$ cat config.mk
export PLATFORM = sky130hd
export DESIGN_NAME = router_fsm
export DESIGN_NICKNAME = d
export VERILOG_FILES = /design/src/rtl/router_fsm.sv
export SDC_FILE = /design/constraint.sdc
export NUM_CORES = 1
export LEC_CHECK = 0
export BUFFER_PORTS_ARGS = -buffer_cell sky130_fd_sc_hd__clkbuf_2
export CORE_AREA = 2 2 39 41
export DETAILED_ROUTE_END_ITERATION = 10
export DIE_AREA = 0 0 41 43
export SLEW_MARGIN = 5
export SYNTH_ARGS = -nofsm -noshare
export SYNTH_HDL_FRONTEND = slang
export SYNTH_SLANG_ARGS = --single-unit
$ cat constraint.sdc
create_clock -name clk -period 1.3 [get_ports clk]
set_clock_uncertainty 0.1 [all_clocks]
set_input_delay 0.13 -clock clk [delete_from_list [all_inputs] [get_ports clk]]
set_output_delay 0.13 -clock clk [all_outputs]
set_load 0.01 [all_outputs]
$ cat src/rtl/router_fsm.sv
// ============================================================================
// router_fsm : 1x3 router control FSM (header decode, load, full stall, parity)
// Optional macro ROUTER_FSM_TIMEOUT_EN adds a WAIT_TILL_EMPTY timeout/drop_pkt.
// Revision  : 1.0
// ============================================================================
`default_nettype none

module router_fsm #(
    parameter int WAIT_LIMIT = 64,
    parameter int CNT_W      = 7
) (
    input  logic       clk,
    input  logic       resetn,
    input  logic       pkt_valid,
    input  logic [1:0] data_in,
    input  logic       fifo_full,
    input  logic       fifo_empty_0,
    input  logic       fifo_empty_1,
    input  logic       fifo_empty_2,
    input  logic       soft_reset_0,
    input  logic       soft_reset_1,
    input  logic       soft_reset_2,
    input  logic       parity_done,
    input  logic       low_pkt_valid,
    output logic       write_enb_reg,
    output logic       detect_add,
    output logic       lfd_state,
    output logic       ld_state,
    output logic       laf_state,
    output logic       full_state,
    output logic       rst_in_reg,
    output logic       busy
`ifdef ROUTER_FSM_TIMEOUT_EN
    ,
    output logic       drop_pkt
`endif
);

    typedef enum logic [2:0] {
        DECODE_ADDRESS     = 3'd0,
        LOAD_FIRST_DATA    = 3'd1,
        LOAD_DATA          = 3'd2,
        FIFO_FULL_STATE    = 3'd3,
        LOAD_AFTER_FULL    = 3'd4,
        LOAD_PARITY        = 3'd5,
        CHECK_PARITY_ERROR = 3'd6,
        WAIT_TILL_EMPTY    = 3'd7
    } state_t;

    if (2**CNT_W <= WAIT_LIMIT) begin : g_cnt_w_check
        $error("router_fsm: CNT_W too narrow for WAIT_LIMIT");
    end

    state_t     state, state_nxt;
    logic [1:0] addr_q;
    logic       sel_empty, sel_soft, hdr_empty, timeout;

    always_comb begin
        sel_empty = 1'b0;
        sel_soft  = 1'b0;
        hdr_empty = 1'b0;
        case (addr_q)
            2'd0:    begin sel_empty = fifo_empty_0; sel_soft = soft_reset_0; end
            2'd1:    begin sel_empty = fifo_empty_1; sel_soft = soft_reset_1; end
            2'd2:    begin sel_empty = fifo_empty_2; sel_soft = soft_reset_2; end
            default: ;
        endcase
        case (data_in)
            2'd0:    hdr_empty = fifo_empty_0;
            2'd1:    hdr_empty = fifo_empty_1;
            2'd2:    hdr_empty = fifo_empty_2;
            default: ;
        endcase
    end

`ifdef ROUTER_FSM_TIMEOUT_EN
    logic [CNT_W-1:0] wait_cnt;

    // Counter sits at zero outside WAIT_TILL_EMPTY, so it is clear on entry.
    always_ff @(posedge clk or negedge resetn) begin
        if (!resetn)
            wait_cnt <= '0;
        else if (state != WAIT_TILL_EMPTY)
            wait_cnt <= '0;
        else
            wait_cnt <= wait_cnt + 1'b1;
    end

    assign timeout  = (wait_cnt == CNT_W'(WAIT_LIMIT - 1));
    assign drop_pkt = (state == WAIT_TILL_EMPTY) && !sel_empty && timeout;
`else
    assign timeout = 1'b0;
`endif

    always_ff @(posedge clk or negedge resetn) begin
        if (!resetn) begin
            state  <= DECODE_ADDRESS;
            addr_q <= 2'd0;
        end else begin
            state <= state_nxt;
            if (state == DECODE_ADDRESS && pkt_valid && data_in != 2'd3)
                addr_q <= data_in;
        end
    end

    always_comb begin
        state_nxt = DECODE_ADDRESS;
        if (sel_soft && state != DECODE_ADDRESS) begin
            state_nxt = DECODE_ADDRESS;
        end else begin
            case (state)
                DECODE_ADDRESS: begin
                    state_nxt = DECODE_ADDRESS;
                    if (pkt_valid && data_in != 2'd3)
                        state_nxt = hdr_empty ? LOAD_FIRST_DATA : WAIT_TILL_EMPTY;
                end
                LOAD_FIRST_DATA: state_nxt = LOAD_DATA;
                LOAD_DATA: begin
                    if (fifo_full)       state_nxt = FIFO_FULL_STATE;
                    else if (!pkt_valid) state_nxt = LOAD_PARITY;
                    else                 state_nxt = LOAD_DATA;
                end
                FIFO_FULL_STATE: state_nxt = fifo_full ? FIFO_FULL_STATE : LOAD_AFTER_FULL;
                LOAD_AFTER_FULL: begin
                    if (parity_done)        state_nxt = DECODE_ADDRESS;
                    else if (low_pkt_valid) state_nxt = LOAD_PARITY;
                    else                    state_nxt = LOAD_DATA;
                end
                LOAD_PARITY:        state_nxt = CHECK_PARITY_ERROR;
                CHECK_PARITY_ERROR: state_nxt = fifo_full ? FIFO_FULL_STATE : DECODE_ADDRESS;
                WAIT_TILL_EMPTY: begin
                    if (sel_empty)    state_nxt = LOAD_FIRST_DATA;
                    else if (timeout) state_nxt = DECODE_ADDRESS;
                    else              state_nxt = WAIT_TILL_EMPTY;
                end
                default: state_nxt = DECODE_ADDRESS;
            endcase
        end
    end

    always_comb begin
        detect_add    = (state == DECODE_ADDRESS);
        lfd_state     = (state == LOAD_FIRST_DATA);
        ld_state      = (state == LOAD_DATA);
        full_state    = (state == FIFO_FULL_STATE);
        laf_state     = (state == LOAD_AFTER_FULL);
        rst_in_reg    = (state == CHECK_PARITY_ERROR);
        write_enb_reg = (state == LOAD_DATA) || (state == LOAD_AFTER_FULL) ||
                        (state == LOAD_PARITY);
        busy          = !((state == DECODE_ADDRESS) || (state == LOAD_DATA));
    end

endmodule

`default_nettype wire

==> results.yml <==
global_route:
  grt_first_pass_wirelength_um: 1760
  grt.overflow.total: 0
  grt.total_usage_pct: 15.0
  grt_max_degree: 8
  antenna_found_initial: 0
  grt_pass1_vias: 440
final_layout:
  final_net_count: 100
  fin_cells: 101
  antenna-diode-count: 0
  fillers: 139
  syn2layout_area_growth_pct: 72.6
  finish.utilization_pct: 56.3
  regArea_um2: 128
  multi_input_area_um2: 370
  drive_gt1_share_pct: 62.4
route:
  via_count: 502
  wirelength_um: 1230
  routed_via_density: 4.97
  ant_nets: 0
  wl_per_cell_um: 12.2
  drt_iter0_drc: 2
  first_pass_iters: 2
  drc: 0
synthesis:
  synth_top_family_by_area: "simple AND/OR/NAND/NOR gates"
  muxShareOfSynthArea_pct: 8.86
  synthSimpleGateAreaFrac_pct: 29.6
  synth_seq_cells: 5
  synth.area.top_cells: "dfrtp_1 (28%), mux2i_1 (8.9%), a21boi_2 (5.0%)"
  synth_nets: 65
  yosys.cell_types.count: 27
  yosys_warnings: 0
  synth_compound_area_share_pct: 28.8
  synth.cell_area_um2: 452
  yosys.area.top_type: "dfrtp_1"
  synthCells: 51
  synthXorXnorAreaFrac_pct: 0
  avgSynthCellArea_um2: 8.86
  synth_top_area_share_pct: 27.7
  ys_seq_area_share_pct: 27.7
  yosys.area_share.adder_pct: 0
timing:
  tns_ps: -1290
  max_freq_mhz: 675
  setup_violations: 13
  timing.hold.ws_ps: 93.9
  finalHoldViolations: 0
  setup_slack_ps: -182
  tightestPinTransition_ps: 340
  slew_headroom_pct: 77.3
  fin_crit_sh_pct: 114
  fin_crit_ps: 1480
  finalMaxSlewViolations: 0
  rsz0062_at_grt: "true"
worst_setup_path:
  critPathRequiredTime_ps: 1070
  crit_chain: "buf_12, nor3_4, buf_6, buf_6"
  regToRegSetupSlack_ps: -140
  cp-end-kind: "primary output"
  cp_data_arrival_time_ps: 1250
  cp.buffers_inverters: 3
  worst-path-stages: 4
  crit_type: "reg2out"
  r2r_end: "state[2]$_DFF_PN0_"
  worstPathMaxFanout: 5
  reg2reg_from: "state[0]$_DFF_PN0_"
  critPathLaunch: "state[0]$_DFF_PN0_"
  reg2reg_depth: 6
  crit_slowest_cell: "dfrtp_2"
  timing.critical_path.to: "detect_add"
  cp_common_cell: "buf_6"
  cp_top_family: "flip-flops"
  max_stage_delay_ps: 450
  cp-start-kind: "flip-flop"
worst_hold_path:
  hold_class: "in2reg"
floorplan:
  ioPinCount: 22
  die_area_um2: 1760
  die_h_um: 43
  die_x_um: 41
  rows: 14
  core_um2: 1380
  start_util_pct: 32.6
clock_network:
  cts_tree: "built"
  clock-sinks: 5
  worstSkewPairLatency_ps: 240
  root_buffer: "clkbuf_4"
  cts.clk_slew.worst_paths_ps: 40
  cts_made_buffers: 3
  cts_buffer_depth: 2
  h-tree-depth: 1
power:
  ir_drop_mv: 1.14
  p_leak_uw: 0.000366
  power_density_nw_per_um2: 2290
outcome:
  outcome: "finished with violations"
  violations: "setup timing"
place:
  io_buffer_count: 21
  dpl.hpwl_um: 905
  gp_routability_congestion: 0.781
  place_inst: 91
flow_run:
  drv_cap: 0
[cells by family (layout without fill, tap and decap cells)]
family	Yosys count	in the layout
simple gates	19	19
flops	5	5
compound gates	19	19
buf+inv	4	38
mux	4	4
[sequential cells by signal (all words and copies together), names as in the netlist]
signal  count
state       3
addr_q      2
[how the worst min path moves through the flow]
| stage | startpoint | depth (start not counted) | end | slack (ps) |
|---|---|---|---|---|
| final | data_in[1] | 2 | addr_q[1]$_DFFE_PN0P_ | 90 |
| after global routing | data_in[1] | 2 | addr_q[1]$_DFFE_PN0P_ | 100 |
| after CTS | data_in[1] | 2 | addr_q[1]$_DFFE_PN0P_ | 90 |
| after detailed placement | resetn | 1 | addr_q[0]$_DFFE_PN0P_ | -140 |
| after global placement | resetn | 1 | addr_q[1]$_DFFE_PN0P_ | -150 |
| after floorplan | resetn | 0 | addr_q[0]$_DFFE_PN0P_ | -270 |
[power breakdown]
| group | switching, uW | internal (uW) |
|---|---|---|
| sequential | 111 | 237 |
| clock | 64.5 | 116 |
| combinational | 549 | 705 |
| total | 725 | 1060 |
[repair_timing]
item,in CTS,in global routing
resized for setup,8,18
endpoints found under the hold margin,5,0
cloned,0,0
hold buffers,1,0
pin swaps,10,10
buffers inserted,3,2
setup endpoints to repair,11,13
[synthesized netlist by cell type]
cell	count
nor2b_1	2
a21o_1	1
a211o_1	1
nor2_1	4
o2bb2ai_1	1
nor3_1	1
a21boi_2	2
buf_4	2
and2_1	1
o21ai_1	2
clkinv_1	1
o21ai_0	4
a21oi_1	4
o22ai_1	1
inv_1	1
nand2b_1	1
nand2_1	1
mux2i_1	4
nor4b_2	1
or2_1	2
o2111ai_1	1
nor3_4	1
dfrtp_1	5
nand2_2	1
o22a_1	2
nor3b_1	3
nor3b_2	1
[stage by stage]
| step | instance area [um2] | setup slack [ps] | total power (uW) |
|---|---|---|---|
| CTS | 711 | -207 | 1610 |
| global route | 779 | -248 | 1930 |
| finish | 779 | -182 | 1780 |
| global placement | 614 | -65.8 | 1240 |
| detailed placement | 614 | -86.3 | 1240 |
| floorplan | 474 | -18.8 | 965 |
[metal layers]
metal	vias to the layer above	global-route usage (%)	wire [um]
met5	-	0	0
met4	0	10.0	14
met3	2	3.14	65
met2	15	21.9	612
met1	229	18.9	535
li1	256	-	-
[cell usage in the layout (no fill, tap or decap), drive strengths merged]
cell type / netlist / layout
clkbuf: 0 / 18
buf: 2 / 17
o21ai: 6 / 6
dfrtp: 5 / 5
mux2i: 4 / 4
nor2: 4 / 4
a21oi: 4 / 4
nor3b: 4 / 4
nor2b: 2 / 2
a21boi: 2 / 2
o22a: 2 / 2
or2: 2 / 2
nor3: 2 / 2
nand2: 2 / 2
clkinvlp: 0 / 1
and2: 1 / 1
o2111ai: 1 / 1
inv: 1 / 1
nand2b: 1 / 1
o2bb2ai: 1 / 1
o22ai: 1 / 1
nor4b: 1 / 1
a21o: 1 / 1
a211o: 1 / 1
dlygate4sd3: 0 / 1
[layout make-up]
| class | instances | area share [%] |
|---|---|---|
| repair buffers | 32 | 28.7 |
| inverters | 2 | 1.44 |
| multi-input cells | 42 | 47.5 |
| flip-flops and latches | 5 | 16.4 |
| clock buffers | 4 | 3.37 |
| well taps | 16 | 2.57 |
No activity file was read; power rests on OpenSTA's default activity.
